**src/rtl/decode_stage.sv**
```systemverilog
// Decode stage: IF/ID pipeline register, field extraction, and a register file
// whose top index reads back the fetched PC+8 instead of storage.
module decode_stage #(
    parameter int WIDTH = 22,
    parameter int NREGS = 16
) (
    input  logic                     clk,
    input  logic                     reset,
    input  logic                     stallD,
    input  logic                     flushD,
    input  logic [WIDTH-1:0]         instruction_in,
    input  logic [WIDTH-1:0]         pc_plus_8_in,
    input  logic                     reg_write_w,
    input  logic [$clog2(NREGS)-1:0] write_reg_w,
    input  logic [WIDTH-1:0]         result_w,
    output logic                     valid_out,
    output logic [2:0]               opcode_out,
    output logic                     imm_sel_out,
    output logic [3:0]               rd_out,
    output logic [3:0]               rn_out,
    output logic [3:0]               rm_out,
    output logic [WIDTH-1:0]         rd1_out,
    output logic [WIDTH-1:0]         rd2_out,
    output logic [WIDTH-1:0]         imm_ext_out
);
    localparam int             IW     = $clog2(NREGS);
    localparam logic [IW-1:0]  PC_IDX = IW'(NREGS - 1);
    localparam int             I_BIT  = WIDTH - 4;
    localparam int             RD_HI  = WIDTH - 5;
    localparam int             RN_HI  = WIDTH - 9;
    localparam int             RM_HI  = WIDTH - 13;
    localparam int             IMM_W  = 10;

    logic             valid_q, valid_d;
    logic [WIDTH-1:0] instr_q, instr_d;
    logic [WIDTH-1:0] pc8_q, pc8_d;

    always_comb begin
        valid_d = valid_q;
        instr_d = instr_q;
        pc8_d   = pc8_q;
        if (flushD) begin
            valid_d = 1'b0;
            instr_d = '0;
            pc8_d   = '0;
        end else if (!stallD) begin
            valid_d = 1'b1;
            instr_d = instruction_in;
            pc8_d   = pc_plus_8_in;
        end
    end

    always_ff @(posedge clk or negedge reset) begin
        if (!reset) begin
            valid_q <= 1'b0;
            instr_q <= '0;
            pc8_q   <= '0;
        end else begin
            valid_q <= valid_d;
            instr_q <= instr_d;
            pc8_q   <= pc8_d;
        end
    end

    // Only indices below PC_IDX have storage; the top index aliases pc8.
    logic [WIDTH-1:0] regs_q [NREGS-1];

    always_ff @(posedge clk or negedge reset) begin
        if (!reset) begin
            for (int i = 0; i < NREGS - 1; i++) regs_q[i] <= '0;
        end else if (reg_write_w && write_reg_w != PC_IDX) begin
            regs_q[write_reg_w] <= result_w;
        end
    end

    // Bypass is gated by reset so every output reads zero while reset is held.
    logic          bypass_en;
    logic [IW-1:0] rd_idx  [2];
    logic [WIDTH-1:0] rd_data [2];

    assign bypass_en = reset & reg_write_w & (write_reg_w != PC_IDX);
    assign rd_idx[0] = instr_q[RN_HI -: IW];
    assign rd_idx[1] = instr_q[RM_HI -: IW];

    always_comb begin
        for (int p = 0; p < 2; p++) begin
            rd_data[p] = '0;
            if (rd_idx[p] == PC_IDX)
                rd_data[p] = pc8_q;
            else if (bypass_en && write_reg_w == rd_idx[p])
                rd_data[p] = result_w;
            else
                rd_data[p] = regs_q[rd_idx[p]];
        end
    end

    logic [WIDTH-1:0] fld;
    assign fld = valid_q ? instr_q : '0;

    assign valid_out   = valid_q;
    assign opcode_out  = fld[WIDTH-1 -: 3];
    assign imm_sel_out = fld[I_BIT];
    assign rd_out      = fld[RD_HI -: 4];
    assign rn_out      = fld[RN_HI -: 4];
    assign rm_out      = fld[RM_HI -: 4];
    assign rd1_out     = rd_data[0];
    assign rd2_out     = rd_data[1];
    assign imm_ext_out = {{(WIDTH-IMM_W){fld[IMM_W-1]}}, fld[IMM_W-1:0]};
endmodule

```
**config.mk**
```make
export PLATFORM = sky130hd
export DESIGN_NAME = decode_stage
export DESIGN_NICKNAME = d
export VERILOG_FILES = /design/src/rtl/decode_stage.sv
export SDC_FILE = /design/constraint.sdc
export NUM_CORES = 1
export LEC_CHECK = 0
export CAP_MARGIN = 25
export CELL_PAD_IN_SITES_DETAIL_PLACEMENT = 1
export CELL_PAD_IN_SITES_GLOBAL_PLACEMENT = 1
export CORE_MARGIN = 1
export CORE_UTILIZATION = 50
export DETAILED_ROUTE_END_ITERATION = 6
export PLACE_DENSITY_LB_ADDON = 0.1
export SYNTH_ARGS = -nofsm -noshare
export SYNTH_HDL_FRONTEND = slang
export SYNTH_SLANG_ARGS = --single-unit
```
**constraint.sdc**
```tcl
create_clock -name clk -period 2.25 [get_ports clk]
set_clock_uncertainty 0.05 [all_clocks]
set_input_delay 0.3375 -clock clk [delete_from_list [all_inputs] [get_ports clk]]
set_output_delay 0.3375 -clock clk [all_outputs]
set_load 0.1 [all_outputs]
```
* Yosys cells after proc, flatten, opt, wreduce, memory -nomap -nowiden
Cells that the tools add are included.
** Storage, ports and cells
- Register bits :: 375
- Output and inout bits :: 83
- Word-level logic and storage cells :: 57
** Operators by class
- Magnitude comparators :: 4
- Equality and inequality tests :: 6
- Muxes and demuxes :: 20
- Bitwise gates (word level) :: 5
- Reduce and logical (&&, ||, !) cells :: 4
** Operator list (number)
- 330-bit bitwise mux :: 1
- 22-bit two-way mux :: 14
- 22-bit binary-select mux with 4-bit select :: 2
- 22-bit demux with 4-bit select :: 1
- 5-bit greater-or-equal comparator, second input constant :: 3
- 4-bit inverter with 5-bit output :: 3
- 4-bit == test :: 2
- 4-bit == test, second input constant :: 2
- 5-bit by 1-bit less-than comparator with 1-bit output, second input constant :: 1
- 1-bit logical AND :: 4
- 4-bit inequality test, second input constant :: 1
- 1-bit bitwise AND :: 2
- 1-bit two-way mux :: 2
- 2-bit by 1-bit inequality test with 1-bit output, second input constant :: 1

* Logic depth before layout (Yosys ltp)
Gate-level depths: netlist of the first run.
- Word-level depth :: 6
- Depth in mapped cells :: 9

* Worst setup path before layout of the first run
OpenSTA, ideal clock, no wires.
- Kind :: register to output
- Start :: reg instr_q[6]
- End :: out rd2_out[20]
- Arrival :: 2.844 ns
- Slack :: -0.982 ns
- Cell stages (with the launch flop) :: 9
- Buffers on the path :: 3
- Cells stage by stage :: dfrtp_1 > buf_6 > buf_12 > buf_6 > mux2i_1 > o211ai_1 > o21ai_0 > mux2_2 > a21oi_1
** On the way
- Longest elaborated chain between the ends :: 6
** RTL lines
- start, declared :: line 35 : logic [WIDTH-1:0] instr_q, instr_d;
- start signal, assigned :: line 60 : instr_q <= instr_d;
- 4-bit inverter with 5-bit output (not written as such) :: line 93 : rd_data[p] = regs_q[rd_idx[p]];
- 22-bit binary-select mux with 4-bit select :: line 93
- 22-bit two-way mux (not written as such) (2 in a row) :: line 93
- 22-bit two-way mux :: line 90 : else if (bypass_en && write_reg_w == rd_idx[p])
- 22-bit two-way mux (*) :: line 88 : if (rd_idx[p] == PC_IDX)
- end, declared :: line 23 : output logic [WIDTH-1:0] rd2_out,
Mark *: on every way between the ends. The rest lies on a longest branch, timed or not. The select of a mux whose other input is x is not followed.

* Worst setup path after layout of the first run
- Start :: reg instr_q[10]
- End :: out rd1_out[4]
** On the way
- Longest elaborated chain between the ends :: 6
** RTL lines
- 4-bit inverter with 5-bit output (not written as such) :: line 93
- 22-bit binary-select mux with 4-bit select :: line 93
- 22-bit two-way mux (not written as such) (2 in a row) :: line 93
- 22-bit two-way mux :: line 90
- 22-bit two-way mux (*) :: line 88
- end, declared :: line 22 : output logic [WIDTH-1:0] rd1_out,
Marked as above.

==> metrics.md, run 1 <==
| Metric | Value |
|---|---|
| Netlist area before placement | `20780 µm²` |
| Violations in the final reports | `setup timing` |
| Total nets after synthesis | `about 1500` |
| Number of vias per cell after detailed routing | `about 6.8` |
| CORE AREA | `approximately 41000 µm²` |
| Remaining global-route overflow | `0` |
| Wire length of the first global-routing pass | `approximately 120000 µm` |
| Fraction of layout instances using a drive strength above 1 | `between 50 and 60%` |
| Buffer cell driving the clock tree root | `sky130_fd_sc_hd__clkbuf_16` |
| Setup slack of the worst register-to-register path | `slightly above 800 ps` |
| Die Area | `42370 µm²` |
| Total via count after detailed routing | `approximately 16000` |
| Worst min-delay path category | `in -> reg` |
| Number of DRC violations after detailed-routing iteration 0 | `1419` |
| Hold_ws | `approximately 310 ps` |
| Power density over the cells | `937.6 nW/µm²` |
| Final setup violating endpoints | `59` |
| Number of warnings printed during yosys synthesis | `0` |
| Total global routing track utilization | `between 30% and 40%` |
| Critical path cell sequence | `buf_12 > buf_12 > buf_4 > mux4_2 > mux2i_4 > o211ai_1 > o221a_4 > buf_12` |
| Pin count of the biggest net entering global routing | `roughly 150` |
| Number of cells on the worst hold path | `3` |
| Number of buffers on the longest clock path | `3` |
| Count of different cell masters after synthesis | `between 40 and 50` |
| Number of antenna-violating nets in the routed design | `0` |
| WP data arrival | `~2800 ps` |
| Fin. max-slew vios | `0` |
| Slowest-stage cell, CP | `sky130_fd_sc_hd__mux4_2` |
| CTS buffer count | `between 40 and 50` |
| Met3 track utilization from global routing | `under 10%` |
| Critical path launch point | `instr_q[10]$_DFFE_PN0P_` |
| Finished Layout Cells | `roughly 2300` |
| Vias in the first global route | `between 15000 and 20000` |
| Gpl congestion | `0.8464` |
| Worst-skew pair later-pin latency | `slightly below 600 ps` |
| First drt pass iteration count | `5` |
| Critical-path maximum fanout | `11` |
| Overall die width | `205.8 µm` |
| Crit Path Class | `reg -> out` |
| Number of cell rows | `between 70 and 80` |
| Average wire length per cell after detail routing | `between 30 and 40 µm` |
| Area growth from synthesis to final layout | `36.28%` |
| Number of hold-slack violations in the final timing report | `0` |
| Clock sinks | `between 300 and 400` |
| Reg-to-reg critical path endpoint | `instr_q[9]$_DFFE_PN0P_` |
| Fin crit period | `3210 ps` |
| Peak Freq | `between 0.3 and 0.4 GHz` |
| Slew headroom | `39.39%` |
| I/O pins | `about 160` |
| Clock tree from TritonCTS | `yes` |
| Static Leak | `11.66 nW` |
| Critical path endpoint category | `primary output` |
| Depth of the most critical reg-to-reg path | `5` |
| Met2 routing resource usage after global routing | `60.80%` |
| Filler Cell Count | `~3500` |
| Antenna Cells | `0` |
| Register bit count reported by yosys | `375` |
| Post-route worst setup slack | `-959.7 ps` |
| Top Usage Layer GRT | `met2` |
| DP Cell Count | `roughly 2200` |
| Estimated wirelength of the detail-placed design | `49050 µm` |
| Clock edge transition at the registers on the reported setup and hold paths | `roughly 60 ps` |
| Syn avg cell area | `roughly 14 µm²` |
| Count of H-tree levels built during CTS | `2` |
| Number of remaining DRC errors | `0` |
| Count of buffers from port buffering | `about 160` |
| Slew @ Worst Pin | `909.2 ps` |
| Peak supply drop | `714.0 µV` |
| Cell family with most CP delay | `multiplexers` |
| Outcome | `complete, but fails checks` |
| WL final | `82100 µm` |
| Beginning of the worst register-to-register path | `instr_q[9]$_DFFE_PN0P_` |
| Crit path largest cell delay | `approximately 540 ps` |
| Met1 usage | `49.76%` |
| Cell mode on critical path | `sky130_fd_sc_hd__buf_12` |
| Initial Utilization | `about half` |
| Max-cap check violation count | `0` |
| Net count reported at finish | `~1800` |
| Synth Instances | `about 1500` |
| Post-route fraction of the period consumed by the critical path | `142.7%` |
| Destination of the worst hold path | `instr_q[21]$_DFFE_PN0P_` |
| Overall die height | `around 210 µm` |
| Worst Path Buf+Inv | `4` |
| Worst Hold Launch | `flushD` |
| Initial antenna violation count | `0` |
| Setup repair after global routing missed its margin | `true` |
| CP startpoint kind | `flop` |
| Critical path required time | `roughly 1900 ps` |
| Share of synthesized area occupied by flip-flops and latches | `between 40% and 50%` |
-- worst reg2reg max path: cells and delay by family, from the launching register on --
family,cells,cell delay [ps]
mux,1,220
simple gates,1,90
flops,1,450
buf+inv,3,480
-- what timing repair did --
action / CTS / global route
hold buffers: 1 / 0
gates cloned: 7 / 6
buffers inserted: 34 / 24
gates resized for setup: 74 / 63
setup endpoints to repair: 59 / 60
pin swaps: 15 / 22
hold endpoints to repair: 13 / 0
-- cell families (layout without fill, tap and decap cells) --
group           Yosys count  count (layout)  synth area share, %
compound gates          180             180                7.450
xor+xnor                  8               8               0.3373
buf+inv                 171             519                4.740
flops                   375             375                45.17
mux                     595             595                38.97
simple gates            123             123                3.336
-- sequential cells by signal, indices dropped and copies added, names as in the netlist --
signal,cells
regs_q,330
instr_q,22
valid_out,1
pc8_q,22
-- per-stage QoR --
stage	setup TNS [ps]	total power [mW]	util (%)	worst slack (ps)	cell area, µm²
finish	-40070	26.55	69.18	-959.7	28310
global route	-41820	27.29	69.18	-1010	28310
global placement	-37660	17.75	62.09	-691.9	25410
detailed placement	-50990	18.14	62.09	-754.2	25410
CTS	-38840	25.98	67.88	-932.1	27780
floorplan	-685.4	14.83	-	-83.15	21080
-- worst max path at each step --
stage / endpoint / slack [ps] / cells past startpoint
after detailed placement: rd2_out[18] / -750 / 10
after global routing: rd2_out[4] / -1010 / 8
after CTS: rd2_out[2] / -930 / 8
after floorplan: rd2_out[20] / -80 / 8
final: rd1_out[4] / -960 / 8
after global placement: rd1_out[12] / -690 / 9
-- layout by cell type (no fill, tap or decap), types with 7 or more instances in the layout --
master                              n
sky130_fd_sc_hd__a22oi_2           15
sky130_fd_sc_hd__o2bb2ai_1         15
sky130_fd_sc_hd__mux2i_4            8
sky130_fd_sc_hd__clkbuf_16         50
sky130_fd_sc_hd__o221a_4           33
sky130_fd_sc_hd__clkinv_2           7
sky130_fd_sc_hd__nand3b_1          24
sky130_fd_sc_hd__mux2_4            21
sky130_fd_sc_hd__dfrtp_1          366
sky130_fd_sc_hd__mux2i_1          117
sky130_fd_sc_hd__buf_8              8
sky130_fd_sc_hd__buf_6             31
sky130_fd_sc_hd__o221a_2            9
sky130_fd_sc_hd__mux4_2           132
sky130_fd_sc_hd__and2_1            18
sky130_fd_sc_hd__clkdlybuf4s50_1   71
sky130_fd_sc_hd__clkbuf_1          11
sky130_fd_sc_hd__mux2_1            40
sky130_fd_sc_hd__o211ai_1          80
sky130_fd_sc_hd__mux2_2           270
sky130_fd_sc_hd__buf_4            175
sky130_fd_sc_hd__clkbuf_8           8
sky130_fd_sc_hd__mux2i_2            7
sky130_fd_sc_hd__buf_12           140
sky130_fd_sc_hd__nor2_1            46
-- area by class of cell --
class | count | area (µm²) | area share [%]
multi-input combinational | 906 | 11160 | 39.41
tap | 532 | 665.6 | 2.351
inverter | 1 | 3.754 | 0.01326
clock buffer | 64 | 1277 | 4.512
clock inverter | 16 | 221.5 | 0.7822
timing repair buffer | 438 | 5579 | 19.70
sequential | 375 | 9408 | 33.23
-- power by group --
group / total [mW] / internal [mW] / switching, mW
Clock: 7.58 / 4.53 / 3.06
Sequential: 9.55 / 8.19 / 1.36
Combinational: 9.42 / 4.59 / 4.83
Total: 26.5 / 17.3 / 9.25
-- cell usage after synthesis --
cell / number / area share [%]
sky130_fd_sc_hd__dfrtp_1: 375 / 45
sky130_fd_sc_hd__mux2_2: 271 / 15
sky130_fd_sc_hd__mux2i_1: 132 / 6.4
sky130_fd_sc_hd__mux4_2: 132 / 14
sky130_fd_sc_hd__o211ai_1: 80 / 2.9
sky130_fd_sc_hd__buf_2: 64 / 1.5
sky130_fd_sc_hd__clkbuf_1: 55 / 0.99
sky130_fd_sc_hd__nor2_1: 54 / 0.98
sky130_fd_sc_hd__mux2_1: 40 / 2.2
sky130_fd_sc_hd__o221a_2: 38 / 2.1
sky130_fd_sc_hd__buf_4: 24 / 0.87
sky130_fd_sc_hd__nand3b_1: 24 / 0.87
sky130_fd_sc_hd__and2_1: 23 / 0.69
sky130_fd_sc_hd__a22oi_1: 21 / 0.76
sky130_fd_sc_hd__o2bb2ai_1: 21 / 0.89
sky130_fd_sc_hd__mux2_4: 20 / 1.4
sky130_fd_sc_hd__buf_6: 15 / 0.81
sky130_fd_sc_hd__buf_1: 8 / 0.14
sky130_fd_sc_hd__xor2_1: 8 / 0.34
sky130_fd_sc_hd__nand2_1: 6 / 0.11
sky130_fd_sc_hd__o211ai_2: 5 / 0.30
sky130_fd_sc_hd__o221a_1: 4 / 0.22
sky130_fd_sc_hd__a21oi_1: 3 / 0.072
sky130_fd_sc_hd__buf_12: 3 / 0.29
sky130_fd_sc_hd__or3_1: 3 / 0.090
sky130_fd_sc_hd__a21boi_1: 2 / 0.072
sky130_fd_sc_hd__nand2b_1: 2 / 0.060
sky130_fd_sc_hd__nand3b_4: 2 / 0.19
sky130_fd_sc_hd__nor2b_1: 2 / 0.060
sky130_fd_sc_hd__o21ai_0: 2 / 0.048
sky130_fd_sc_hd__o22ai_1: 2 / 0.060
sky130_fd_sc_hd__a221oi_1: 1 / 0.042
sky130_fd_sc_hd__a41oi_1: 1 / 0.042
sky130_fd_sc_hd__and2b_1: 1 / 0.036
sky130_fd_sc_hd__buf_8: 1 / 0.072
sky130_fd_sc_hd__inv_1: 1 / 0.018
sky130_fd_sc_hd__nand3_1: 1 / 0.024
sky130_fd_sc_hd__nand3_2: 1 / 0.048
sky130_fd_sc_hd__nand4_1: 1 / 0.030
sky130_fd_sc_hd__nor3b_2: 1 / 0.060
sky130_fd_sc_hd__nor4_1: 1 / 0.030
sky130_fd_sc_hd__nor4_2: 1 / 0.060
-- metal layers --
layer  vias to the layer above  part of all wire [%]
met3                       264                   7.0
li1                       6248                     -
met4                         0                   5.1
met5                         -                     0
met2                       710                    49
met1                      8599                    39
No activity file was read; power rests on OpenSTA's default activity.
==> run 2, diff against run 1 <==
Settings changed: CTS_CLUSTER_DIAMETER set to 50, SLEW_MARGIN set to 20.
==> run 2 against run 1 <==
Net effect:
- the run still ends with setup timing left
- fmax decreased by 2.2%
- die area unchanged
- global-route usage increased by 0.95 points
- setup slack got worse by 71 ps
- final area about the same
- largest cell class unchanged
- largest power group unchanged
- highest routed layer unchanged
==> metrics.md, run 2 (same netlist as run 1, synthesis figures left out) <==
| Metric | Value |
|---|---|
| Initial antenna violation count | `0` |
| Critical path required time | `between 1500 and 2000 ps` |
| Reg-to-reg critical path endpoint | `instr_q[10]$_DFFE_PN0P_` |
| Wire length of the first global-routing pass | `120300 µm` |
| I/O pins | `158` |
| Max reg flops | `between 300 and 400` |
| Count of H-tree levels built during CTS | `2` |
| Critical path endpoint category | `primary output` |
| Area growth from synthesis to final layout | `36.24%` |
| CTS buffer count | `49` |
| Finished Layout Cells | `roughly 2300` |
| Max-cap check violation count | `0` |
| Critical path cell sequence | `xor2_1 > nor4_4 > buf_4 > a21boi_4 > buf_4 > buf_12 > o211ai_1 > o221a_4 > buf_12` |
| Setup WS pre-CTS | `-754.2 ps` |
| First drt pass iteration count | `5` |
| Clock tree from TritonCTS | `yes` |
| Peak supply drop | `724.4 µV` |
| Vias in the first global route | `about 18000` |
| Power density over the cells | `about 950 nW/µm²` |
| Highest-count cells in the layout ignoring fill and taps | `366 x sky130_fd_sc_hd__dfrtp_1, 270 x sky130_fd_sc_hd__mux2_2, 175 x sky130_fd_sc_hd__buf_4` |
| Post-route fraction of the period consumed by the critical path | `145.8%` |
| Setup repair after global routing missed its margin | `true` |
| Number of cell rows | `74` |
| Cell family with most CP delay | `buffers and inverters` |
| Total via count after detailed routing | `15640` |
| Worst Path Buf+Inv | `4` |
| Worst min-delay path category | `in -> reg` |
| Clock edge transition at the registers on the reported setup and hold paths | `roughly 60 ps` |
| Worst-skew pair later-pin latency | `~600 ps` |
| Number of hold-slack violations in the final timing report | `0` |
| Die Area | `between 40000 and 50000 µm²` |
| WL final | `slightly above 80000 µm` |
| Register containing the most flip-flops in the final layout | `regs_q` |
| Total global routing track utilization | `roughly two fifths` |
| Slew headroom | `40.15%` |
| Final setup violating endpoints | `58` |
| Initial Utilization | `about 51%` |
| Leading cell type in the layout, fill and taps excluded | `sky130_fd_sc_hd__dfrtp_1` |
| Overall die width | `about 210 µm` |
| Number of remaining DRC errors | `0` |
| Number of cells on the worst hold path | `3` |
| Number of DRC violations after detailed-routing iteration 0 | `1307` |
| DP Cell Count | `between 2000 and 2500` |
| Worst Hold Launch | `stallD` |
| Filler Cell Count | `roughly 3500` |
| Pin count of the biggest net entering global routing | `around 150` |
| Peak Freq | `approximately 0.3 GHz` |
| WP data arrival | `around 2900 ps` |
| Gpl congestion | `approximately 0.85` |
| Number of antenna-violating nets in the routed design | `0` |
| Utilization of the core after routing | `between 60% and 70%` |
| Combined area of the multi-input logic cells | `~11000 µm²` |
| Outcome | `complete, but fails checks` |
| Beginning of the worst register-to-register path | `instr_q[10]$_DFFE_PN0P_` |
| Fin. max-slew vios | `0` |
| Remaining global-route overflow | `0` |
| Antenna Cells | `0` |
| Count of buffers from port buffering | `157` |
| Setup slack of the worst register-to-register path | `between 700 and 800 ps` |
| Violations in the final reports | `setup timing` |
| Slowest-stage cell, CP | `sky130_fd_sc_hd__dfrtp_4` |
| Destination of the worst hold path | `instr_q[0]$_DFFE_PN0P_` |
| CORE AREA | `about 40000 µm²` |
| Hold_ws | `294.6 ps` |
| Fin crit period | `roughly 3300 ps` |
| Estimated wirelength of the detail-placed design | `roughly 49000 µm` |
| Depth of the most critical reg-to-reg path | `6` |
| CP startpoint kind | `flop` |
| Number of vias per cell after detailed routing | `~6.7` |
| Clock sinks | `between 300 and 400` |
| Buffer cell driving the clock tree root | `sky130_fd_sc_hd__clkbuf_16` |
| Crit path largest cell delay | `around 560 ps` |
| Setup_tns | `-41130 ps` |
| Average wire length per cell after detail routing | `between 30 and 40 µm` |
| Area used by sequential logic in the layout | `around 9400 µm²` |
| Static Leak | `11.66 nW` |
| Post-route worst setup slack | `-1030 ps` |
| Crit Path Class | `reg -> out` |
| Overall die height | `205.8 µm` |
| Critical-path maximum fanout | `6` |
| Slew @ Worst Pin | `between 800 and 900 ps` |
| Critical path launch point | `instr_q[11]$_DFFE_PN0P_` |
| Fraction of layout instances using a drive strength above 1 | `54.72%` |
| Number of buffers on the longest clock path | `3` |
| Top Registers | `regs_q x330, instr_q x22, pc8_q x22` |
| Net count reported at finish | `1839` |
==> run 2: tightest hold or removal path, stage by stage <==
cell and delay, ps:
sky130_fd_sc_hd__buf_2 280, sky130_fd_sc_hd__mux2i_1 180, sky130_fd_sc_hd__nor2_1 80
==> run 2: layer usage <==
| metal | wire [µm] | GRT usage [%] | vias to the layer above | share of wire (%) |
|---|---|---|---|---|
| met1 | 31630 | 50.48 | 8402 | 39 |
| met3 | 5707 | 7.982 | 292 | 7.0 |
| met4 | 4597 | 20.75 | 0 | 5.7 |
| met2 | 39380 | 62.58 | 700 | 48 |
| li1 | - | - | 6248 | - |
| met5 | 0 | 0 | - | 0 |
==> run 2: area by class of cell <==
| class | count | share of cell area, % |
|---|---|---|
| repair buffers | 431 | 19.31 |
| well taps | 532 | 2.352 |
| multi-input cells | 906 | 39.19 |
| inverters | 1 | 0.01326 |
| clock inverters | 24 | 0.9238 |
| clock buffers | 65 | 4.977 |
| flip-flops and latches | 375 | 33.24 |
==> run 2: worst max path at each step <==
stage	endpoint	slack (ps)	cells after the start
after CTS	rd2_out[6]	-940	6
final	rd1_out[6]	-1030	9
after floorplan	rd2_out[20]	-80	8
after global placement	rd1_out[12]	-690	9
after detailed placement	rd2_out[18]	-750	10
after global routing	rd1_out[11]	-1070	10
==> run 2: per-stage QoR <==
step	power (mW)	cell area (µm²)
floorplan	14.83	21080
global route	27.75	28310
CTS	26.65	28120
finish	27.00	28310
detailed placement	18.14	25410
global placement	17.75	25410
==> run 2: power breakdown <==
group | total (mW) | internal [mW] | switching [mW]
sequential | 9.53 | 8.19 | 1.34
combinational | 9.33 | 4.53 | 4.80
clock | 8.15 | 4.88 | 3.27
==> run 2: what timing repair did <==
item	4_1_cts	5_1_grt
hold buffers	1	0
endpoints found under the hold margin	13	0
cloned	10	0
pin swaps	19	17
buffers inserted	37	15
resized for setup	99	28
setup endpoints to repair	61	62
